## src/rtl/sevenseg_page_scheduler.sv

```systemverilog
// Purpose: time-shares an 8-digit hex panel between four 32-bit telemetry pages (auto/manual/alert).
// Latency: page_sel and disp_word change on the same edge; digit_en is registered one cycle after its inputs.
// Backpressure: none; button pulses are consumed in the cycle they arrive, or dropped when a higher-priority event wins.
module sevenseg_page_scheduler #(
    parameter int CLK_HZ        = 100_000_000,
    parameter int DWELL_MS      = 2000,
    parameter int ALERT_HOLD_MS = 3000,
    parameter int UPDATE_HZ     = 4,
    parameter int BLINK_HZ      = 2
) (
    input  logic         clk,
    input  logic         rst,
    input  logic [127:0] page_data,
    input  logic [3:0]   page_valid,
    input  logic [3:0]   page_alert,
    input  logic         btn_next,
    input  logic         btn_mode,
    input  logic         telem_enable,
    output logic [31:0]  disp_word,
    output logic [7:0]   digit_en,
    output logic [1:0]   page_sel,
    output logic         mode_manual,
    output logic         alert_active
);

    localparam int MS_DIV    = CLK_HZ / 1000;
    localparam int UPD_DIV   = CLK_HZ / UPDATE_HZ;
    localparam int BLINK_DIV = CLK_HZ / (2 * BLINK_HZ);
    localparam int MS_W      = (MS_DIV    > 1) ? $clog2(MS_DIV)    : 1;
    localparam int UPD_W     = (UPD_DIV   > 1) ? $clog2(UPD_DIV)   : 1;
    localparam int BLINK_W   = (BLINK_DIV > 1) ? $clog2(BLINK_DIV) : 1;
    localparam int DWELL_W   = $clog2(DWELL_MS + 1);
    localparam int HOLD_W    = $clog2(ALERT_HOLD_MS + 1);

    typedef enum logic [1:0] {
        ST_AUTO   = 2'd0,
        ST_MANUAL = 2'd1,
        ST_ALERT  = 2'd2
    } state_t;

    state_t               state_q, state_d;
    state_t               ret_q, ret_d;
    logic [1:0]           page_sel_q, page_sel_d;
    logic [31:0]          disp_word_q, disp_word_d;
    logic [7:0]           digit_en_q, digit_en_d;
    logic [3:0]           page_alert_q, page_alert_d;
    logic [MS_W-1:0]      ms_cnt_q, ms_cnt_d;
    logic [UPD_W-1:0]     upd_cnt_q, upd_cnt_d;
    logic [DWELL_W-1:0]   dwell_q, dwell_d;
    logic [HOLD_W-1:0]    hold_q, hold_d;
    logic [BLINK_W-1:0]   blink_cnt_q, blink_cnt_d;
    logic                 blink_q, blink_d;

    logic                 ms_tick;
    logic                 upd_tick;
    logic [3:0]           alert_rise;
    logic [1:0]           rise_idx;
    logic                 sel_load;
    logic [1:0]           nxt_page;

    // First valid page after p in round-robin order; p itself if no other page is valid.
    function automatic logic [1:0] next_valid(input logic [1:0] p, input logic [3:0] v);
        logic [1:0] r;
        logic [1:0] idx;
        r = p;
        for (int k = 3; k >= 1; k--) begin
            idx = p + 2'(k);
            if (v[idx]) begin
                r = idx;
            end
        end
        return r;
    endfunction

    // Free-running millisecond and snapshot prescalers plus the alert edge register.
    always_comb begin
        ms_cnt_d     = (ms_cnt_q == MS_W'(MS_DIV - 1)) ? '0 : ms_cnt_q + 1'b1;
        upd_cnt_d    = (upd_cnt_q == UPD_W'(UPD_DIV - 1)) ? '0 : upd_cnt_q + 1'b1;
        page_alert_d = page_alert;
    end

    assign ms_tick    = (ms_cnt_q == MS_W'(MS_DIV - 1));
    assign upd_tick   = (upd_cnt_q == UPD_W'(UPD_DIV - 1));
    assign alert_rise = page_alert & ~page_alert_q & page_valid;
    assign nxt_page   = next_valid(page_sel_q, page_valid);

    // Lowest-index rising alert wins among simultaneous rises.
    always_comb begin
        rise_idx = 2'd0;
        for (int i = 3; i >= 0; i--) begin
            if (alert_rise[i]) begin
                rise_idx = 2'(i);
            end
        end
    end

    // Page FSM: alert rise beats btn_mode beats btn_next; dwell/hold count ms ticks only.
    always_comb begin
        state_d     = state_q;
        ret_d       = ret_q;
        page_sel_d  = page_sel_q;
        dwell_d     = dwell_q;
        hold_d      = hold_q;
        blink_d     = blink_q;
        blink_cnt_d = '0;
        sel_load    = 1'b0;

        if (|alert_rise) begin
            // Entry or retarget; the saved return state survives a retarget.
            if (state_q != ST_ALERT) begin
                ret_d = state_q;
            end
            state_d    = ST_ALERT;
            page_sel_d = rise_idx;
            hold_d     = '0;
            blink_d    = 1'b1;
            sel_load   = 1'b1;
        end else begin
            case (state_q)
                ST_AUTO: begin
                    if (btn_mode) begin
                        state_d = ST_MANUAL;
                    end else if (btn_next) begin
                        page_sel_d = nxt_page;
                        dwell_d    = '0;
                        sel_load   = 1'b1;
                    end else if (ms_tick) begin
                        if (dwell_q == DWELL_W'(DWELL_MS - 1)) begin
                            page_sel_d = nxt_page;
                            dwell_d    = '0;
                            sel_load   = 1'b1;
                        end else begin
                            dwell_d = dwell_q + 1'b1;
                        end
                    end
                end
                ST_MANUAL: begin
                    if (btn_mode) begin
                        state_d = ST_AUTO;
                        dwell_d = '0;
                    end else if (btn_next) begin
                        page_sel_d = nxt_page;
                        sel_load   = 1'b1;
                    end
                end
                ST_ALERT: begin
                    // Blink phase toggles every BLINK_DIV cycles while alerted.
                    if (blink_cnt_q == BLINK_W'(BLINK_DIV - 1)) begin
                        blink_d = ~blink_q;
                    end else begin
                        blink_cnt_d = blink_cnt_q + 1'b1;
                    end
                    if (!page_valid[page_sel_q]) begin
                        state_d     = ret_q;
                        dwell_d     = '0;
                        blink_d     = 1'b1;
                        blink_cnt_d = '0;
                    end else if (ms_tick) begin
                        if (hold_q == HOLD_W'(ALERT_HOLD_MS - 1)) begin
                            state_d     = ret_q;
                            dwell_d     = '0;
                            blink_d     = 1'b1;
                            blink_cnt_d = '0;
                        end else begin
                            hold_d = hold_q + 1'b1;
                        end
                    end
                end
                default: begin
                    state_d = ST_AUTO;
                end
            endcase
        end
    end

    // Snapshot: load on page change, else refresh on the update tick; stable otherwise.
    always_comb begin
        disp_word_d = disp_word_q;
        if (sel_load || upd_tick) begin
            disp_word_d = page_data[{page_sel_d, 5'd0} +: 32];
        end
    end

    // Digit enable mask from current state, one register stage.
    always_comb begin
        digit_en_d = 8'hFF;
        if (!telem_enable || !page_valid[page_sel_q]) begin
            digit_en_d = 8'h00;
        end else if (state_q == ST_ALERT) begin
            digit_en_d = {8{blink_q}};
        end
    end

    // State registers with synchronous active-high reset.
    always_ff @(posedge clk) begin
        if (rst) begin
            state_q      <= ST_AUTO;
            ret_q        <= ST_AUTO;
            page_sel_q   <= 2'd0;
            disp_word_q  <= 32'd0;
            digit_en_q   <= 8'h00;
            page_alert_q <= 4'd0;
            ms_cnt_q     <= '0;
            upd_cnt_q    <= '0;
            dwell_q      <= '0;
            hold_q       <= '0;
            blink_cnt_q  <= '0;
            blink_q      <= 1'b1;
        end else begin
            state_q      <= state_d;
            ret_q        <= ret_d;
            page_sel_q   <= page_sel_d;
            disp_word_q  <= disp_word_d;
            digit_en_q   <= digit_en_d;
            page_alert_q <= page_alert_d;
            ms_cnt_q     <= ms_cnt_d;
            upd_cnt_q    <= upd_cnt_d;
            dwell_q      <= dwell_d;
            hold_q       <= hold_d;
            blink_cnt_q  <= blink_cnt_d;
            blink_q      <= blink_d;
        end
    end

    assign disp_word    = disp_word_q;
    assign digit_en     = digit_en_q;
    assign page_sel     = page_sel_q;
    assign alert_active = (state_q == ST_ALERT);
    assign mode_manual  = (state_q == ST_MANUAL) || ((state_q == ST_ALERT) && (ret_q == ST_MANUAL));

endmodule

```

## config.mk

```make
export PLATFORM = sky130hd
export DESIGN_NAME = sevenseg_page_scheduler
export DESIGN_NICKNAME = d
export VERILOG_FILES = /design/src/rtl/sevenseg_page_scheduler.sv
export SDC_FILE = /design/constraint.sdc
export NUM_CORES = 1
export LEC_CHECK = 0
export CORE_MARGIN = 3
export CORE_UTILIZATION = 53
export DETAILED_ROUTE_END_ITERATION = 16
export HOLD_SLACK_MARGIN = 0.12
export PLACE_DENSITY = 0.89
export SETUP_SLACK_MARGIN = 0.15
export SYNTH_ARGS = -nofsm -noshare
export SYNTH_HDL_FRONTEND = slang
export SYNTH_SLANG_ARGS = --single-unit
```

## constraint.sdc

```tcl
create_clock -name clk -period 6 [get_ports clk]
set_input_delay 0.9 -clock clk [delete_from_list [all_inputs] [get_ports clk]]
set_output_delay 0.9 -clock clk [all_outputs]
set_load 0.03 [all_outputs]
```

* Word level (Yosys, flattened, before mapping) *
Index checks and enable logic that the tools add are counted.

word-level totals
  flip-flop bits (word level) = 141
  bits in latches = 0
  RAM bits = 0
  bits in read-only memories = 0
  bits of input ports = 141
  output and inout port bits = 44
  logic and storage cells = 127
  memories kept = 0

operators by class
  add/sub/neg operators = 8
  multiply operators = 0
  div/mod/pow operators = 0
  magnitude comparators = 4
  eq/ne operators = 19
  shift-type cells = 1
  mux-type cells = 55
  bitwise operators = 8
  reductions and logical operators = 19

operators by type and width
  kind                                                                          count
  128-bit by 8-bit indexed part select with 32-bit output                       1
  11-bit 2-to-1 mux                                                             8
  25-bit 2-to-1 mux                                                             3
  25-bit by 1-bit adder with 25-bit output, second input constant               2
  25-bit == test, second input constant                                         2
  2-bit 2-to-1 mux                                                              20
  11-bit one-hot mux with 3 select lines                                        1
  17-bit by 1-bit adder with 17-bit output, second input constant               1
  17-bit == test, second input constant                                         1
  1-bit 2-to-1 mux                                                              15
  3-bit inequality test, second input constant                                  5
  12-bit by 1-bit adder with 12-bit output, second input constant               1
  12-bit == test, second input constant                                         1
  2-bit by 3-bit less-than comparator with 1-bit output, second input constant  4
  4-bit AND reduction                                                           3
  11-bit by 1-bit adder with 11-bit output, second input constant               1
  11-bit == test, second input constant                                         1
  4-bit bitwise AND                                                             2
  1-bit binary-select mux with 2-bit select                                     4
  8-bit 2-to-1 mux                                                              1
  2-bit inequality test, second input constant                                  4
  4-bit inequality test, second input constant                                  2
  7-bit AND reduction                                                           1
  7-bit OR reduction                                                            1
  18 further kinds                                                              29

* Logic depth before layout (Yosys ltp) *
  depth in word-level cells = 13
  depth in mapped cells = 10

* Worst setup path before layout *
OpenSTA, ideal clock, no wires.

  path type = in2reg
  start = input port btn_mode
  end = register disp_word_q[10] (netlist: disp_word[10])
  setup time = 148 ps
  arrival = 2673 ps
  setup slack = 3178 ps
  cell stages on the path = 7
  path buffers = 1
  cells stage by stage = nor2_1 or4b_4 or4_1 o21ai_0 and2_1 buf_2 a2111oi_2

on the way
  word-level cells in the longest chain between the ends = 4
  elaborated cells on any way between the ends = 10
  those cells by class = shift (1); mux (8); reduce/logical (1)

RTL lines
  item                                                                                            line      RTL
  from (decl)                                                                                     17        input logic btn_mode,
  2-bit 2-to-1 mux (tied with other cells)                                                        138       if (btn_mode) begin
  2-bit one-hot mux with 2 select lines or 1-bit one-hot mux with 2 select lines (tied branches)  119       case (state_q)
  2-bit 2-to-1 mux or 1-bit 2-to-1 mux (tied branches)                                            108       if (|alert_rise) begin
  128-bit by 8-bit indexed part select with 32-bit output or 1-bit logical OR (tied branches)     180, 179
  to (signal assigned)                                                                            213       disp_word_q <= disp_word_d;
  to (decl)                                                                                       44        logic [31:0] disp_word_q, disp_word_d;

Parallel ways exist; a longest one is shown, timed or not.
A chain may end at the register's enable or synchronous reset.

* Final worst setup path *
  start = input port page_valid[2]
  end = register disp_word_q[13] (netlist: disp_word[13])

on the way
  word-level cells in the longest chain between the ends = 12
  elaborated cells on any way between the ends = 25
  those cells by class = shift (1); mux (21); bitwise (1); reduce/logical (2)

RTL lines
  item                                                     line  RTL
  from (decl)                                              14    input logic [3:0] page_valid,
  1-bit binary-select mux with 2-bit select                68    if (v[idx]) begin
  1-bit 2-to-1 mux (implied by the code)                   68
  2-bit 2-to-1 mux (3 in a row)                            68
  2-bit 2-to-1 mux                                         128   if (dwell_q == DWELL_W'(DWELL_MS - 1)) begin
  2-bit 2-to-1 mux                                         127   end else if (ms_tick) begin
  2-bit 2-to-1 mux                                         123   end else if (btn_next) begin
  2-bit 2-to-1 mux                                         121   if (btn_mode) begin
  2-bit one-hot mux with 2 select lines                    119
  2-bit 2-to-1 mux                                         108
  128-bit by 8-bit indexed part select with 32-bit output  180   disp_word_d = page_data[{page_sel_d, 5'd0} +: 32];

Parallel ways exist; a longest one is shown, timed or not. The select of a mux whose other input is x is not followed.

==> flow_metrics.py <==
metrics = {
    "pwr": {
        "p_int_mw": 1.901,
        "p_comb_frac": 0.217,
        "power_frac_seq": 0.370,
        "power_frac_clock": 0.413,
        "switching_power_mw": 0.7200,
        "pwr_density_cell_nw_per_um2": 277.0,
        "peakVddDrop_mv": 0.1511,
        "power_leakage_nw": 3.486,
        "p_sw_frac": 0.2747,
    },
    "sta": {
        "fin_hold_ws_ns": 0.4551,
        "rsz0062_at_grt": "false",
        "fin_skew_ns": 0.007930,
        "post-route-period-util": 0.6620,
        "tightestPinTransition_ns": 1.161,
        "finalSetupViolCount": 0,
        "max-slew-margin-rel": 0.2240,
        "timing.fmax_mhz": 251.8,
        "slew_viol_final": 0,
        "final.setup.tns_ns": 0,
        "fin_crit_ns": 3.972,
        "hold_viol": 0,
    },
    "die": {
        "rows": 41,
        "num_io_pins": 185,
        "initial_utilization": 0.5485,
        "die_h_um": 121.0,
        "die_w_um": 121.0,
        "coreArea_um2": 12770,
        "die_area_um2": 14640,
    },
    "route": {
        "ant_nets": 0,
        "wl_per_cell_um": 17.30,
        "wl_um": 19540,
        "drtPass1Iterations": 5,
        "num_vias": 6438,
        "drt_first_iter_violations": 559,
        "via_per_inst": 5.697,
        "drc_errors": 0,
    },
    "final_layout": {
        "drive_gt1_frac": 0.08796,
        "area_growth_pct": 35.02,
        "final_util": 0.7406,
        "nets": 1093,
        "final_area_um2": 9460,
        "layout_common_cells": "183 x clkdlybuf4s50_1, 134 x dfxtp_1, 133 x nor2_1",
        "fill_cells": 873,
        "final_common_cell": "clkdlybuf4s50_1",
    },
    "synth": {
        "avgSynthCellArea_um2": 8.937,
        "synth_cell_types": 55,
        "synth_edf_count": 0,
        "yosys_warnings": 0,
        "async_reset_ff_frac": 0,
        "synth_compound_area_frac": 0.1534,
        "synth-adder-area-share": 0.01607,
        "ys_seq_area_frac": 0.3829,
        "synth_xor_area_frac": 0.09250,
        "syn_area_um2": 7007,
        "synth_mux_area_frac": 0.05321,
        "ys_ff_latch": 134,
        "synth_top_family_by_area": "simple AND/OR/NAND/NOR gates",
        "syn-instance-count": 784,
        "syn_nets": 934,
        "yosys.area_share.simple": 0.2557,
        "ys.flop_type": "dfxtp_1",
    },
    "placed_design": {
        "port-buffer-count": 184,
        "hpwlAfterDp_um": 13500,
        "gp_congestion": 0.8291,
        "place_area_um2": 8835,
    },
    "clock_tree": {
        "cts_max_level": 4,
        "hold_buffers": 0,
        "cts_inserted_buffers": 17,
        "cts_setup_buffers": 0,
        "cts.path.max_buffers": 2,
        "cts-root-buf": "clkbuf_16",
        "clkSlewWorstSetupHoldPaths_ns": 0.06,
        "cts_tree": "done",
        "cts-resized-gates": 0,
        "clkLatencyLatePin_ns": 0.41,
        "cts.sinks": 134,
    },
    "setup_path": {
        "crit_path_end_kind": "register",
        "reg2reg_setup_slack_ns": 2.37,
        "cp.arrival_ns": 4.28,
        "criticalPathCategory": "primary input to register",
        "critPathMaxFanout": 36,
        "start_kind": "primary input",
        "critPathRequiredTime_ns": 6.31,
    },
    "run_status": {
        "outcome": "complete, no violations",
    },
    "global_routing": {
        "track_usage": 0.2613,
        "grt_pass1_wl_um": 31040,
        "gr-usage-met1": 0.3148,
        "antenna_found_initial": 3,
        "grt_max_degree": 49,
        "grt_overflow": 0,
        "grt_util_met3": 0.05268,
        "grt_busiest_layer": "met2",
        "grt_use_met2": 0.4401,
        "grt_pass1_vias": 6317,
    },
    "run": {
        "maxCapViolCount": 0,
    },
    "worst_hold_path": {
        "min_path_type": "register to register",
    },
}
-- routing by layer --
layer  vias up  wire, µm
met3        57      1239
li1       3151         -
met5         -         0
met2       246      9323
met1      2984      8105
met4         0       876
-- power groups by stage --
stage          clock network [mW]  logic [mW]  registers (mW)
2_1_floorplan                   0       0.283            1.05
3_3_place_gp                    0       0.558           0.986
3_5_place_dp                    0       0.566           0.987
4_1_cts                      1.09       0.569           0.969
5_1_grt                      1.14       0.606           0.973
6_report                     1.08       0.570           0.969
-- area by class of cell --
type	instances	area [µm²]	share of cell area
flip-flops and latches	134	2683	0.2836
clock inverters	8	120.1	0.01270
clock buffers	23	498.0	0.05264
diodes	3	7.507	0.0007935
well taps	172	215.2	0.02275
inverters	16	60.06	0.006348
repair buffers	189	1874	0.1981
multi-input cells	585	4003	0.4231
-- flip-flops by register name, summed over array words and instances (netlist names) --
name          cells
upd_cnt_q        25
page_sel          2
dwell_q          11
state_q           2
digit_en          1
blink_q           1
disp_word        32
ms_cnt_q         17
page_alert_q      4
hold_q           12
blink_cnt_q      25
ret_q             2
-- worst paths after layout --
path,end,depth (start not counted),from
max,disp_word[13]$_SDFFE_PP0P_,8,page_valid[2]
min,blink_cnt_q[0]$_SDFF_PP0_,1,blink_cnt_q[0]$_SDFF_PP0_
max reg2reg,disp_word[13]$_SDFFE_PP0P_,9,ms_cnt_q[0]$_SDFF_PP0_
min reg2reg,blink_cnt_q[0]$_SDFF_PP0_,1,blink_cnt_q[0]$_SDFF_PP0_
-- worst max-delay path: stages --
cell	delay, ns
clkdlybuf4s50_1	0.53
and3b_1	0.22
nand2_1	0.55
nand2_1	0.26
a21o_2	0.65
buf_4	0.54
a221oi_1	0.20
a2111oi_2	0.39
-- cell usage after synthesis, types with 3 or more instances --
master	instances	area share
xnor2_1	29	0.036
nor2b_1	6	0.0054
and2_1	4	0.0036
a2111oi_2	30	0.064
nand4_1	16	0.014
o21bai_1	3	0.0032
dfxtp_1	134	0.38
a21oi_1	14	0.010
nand2_1	42	0.022
nor4_1	8	0.0071
and4_1	6	0.0075
nor3b_1	3	0.0032
nor3_1	12	0.0086
nand2b_1	8	0.0071
buf_2	7	0.0050
inv_1	16	0.0086
xor2_1	45	0.056
a221oi_1	33	0.041
buf_4	11	0.012
or3_1	13	0.012
nand3_1	29	0.021
buf_6	4	0.0064
o21ai_0	16	0.011
or2_2	5	0.0045
nor2_1	133	0.071
clkbuf_1	27	0.014
nand3b_1	3	0.0032
mux2i_1	35	0.050
ha_1	9	0.016
a21o_1	3	0.0032
and3_1	47	0.042
-- kinds of logic after synthesis --
logic type | after synthesis
xor+xnor | 74
mux | 36
simple gates | 351
fa+ha+maj | 9
buf+inv | 65
compound gates | 115
flops | 134
-- metrics by stage --
stage	instances	total power, mW	worst slack (ns)
final	1130	2.621	2.028
after global placement	1096	1.544	1.776
after floorplan	784	1.336	3.178
after detailed placement	1096	1.554	1.677
after global routing	1130	2.715	1.845
after CTS	1127	2.627	2.116
Power figures use the tool's default switching activity.
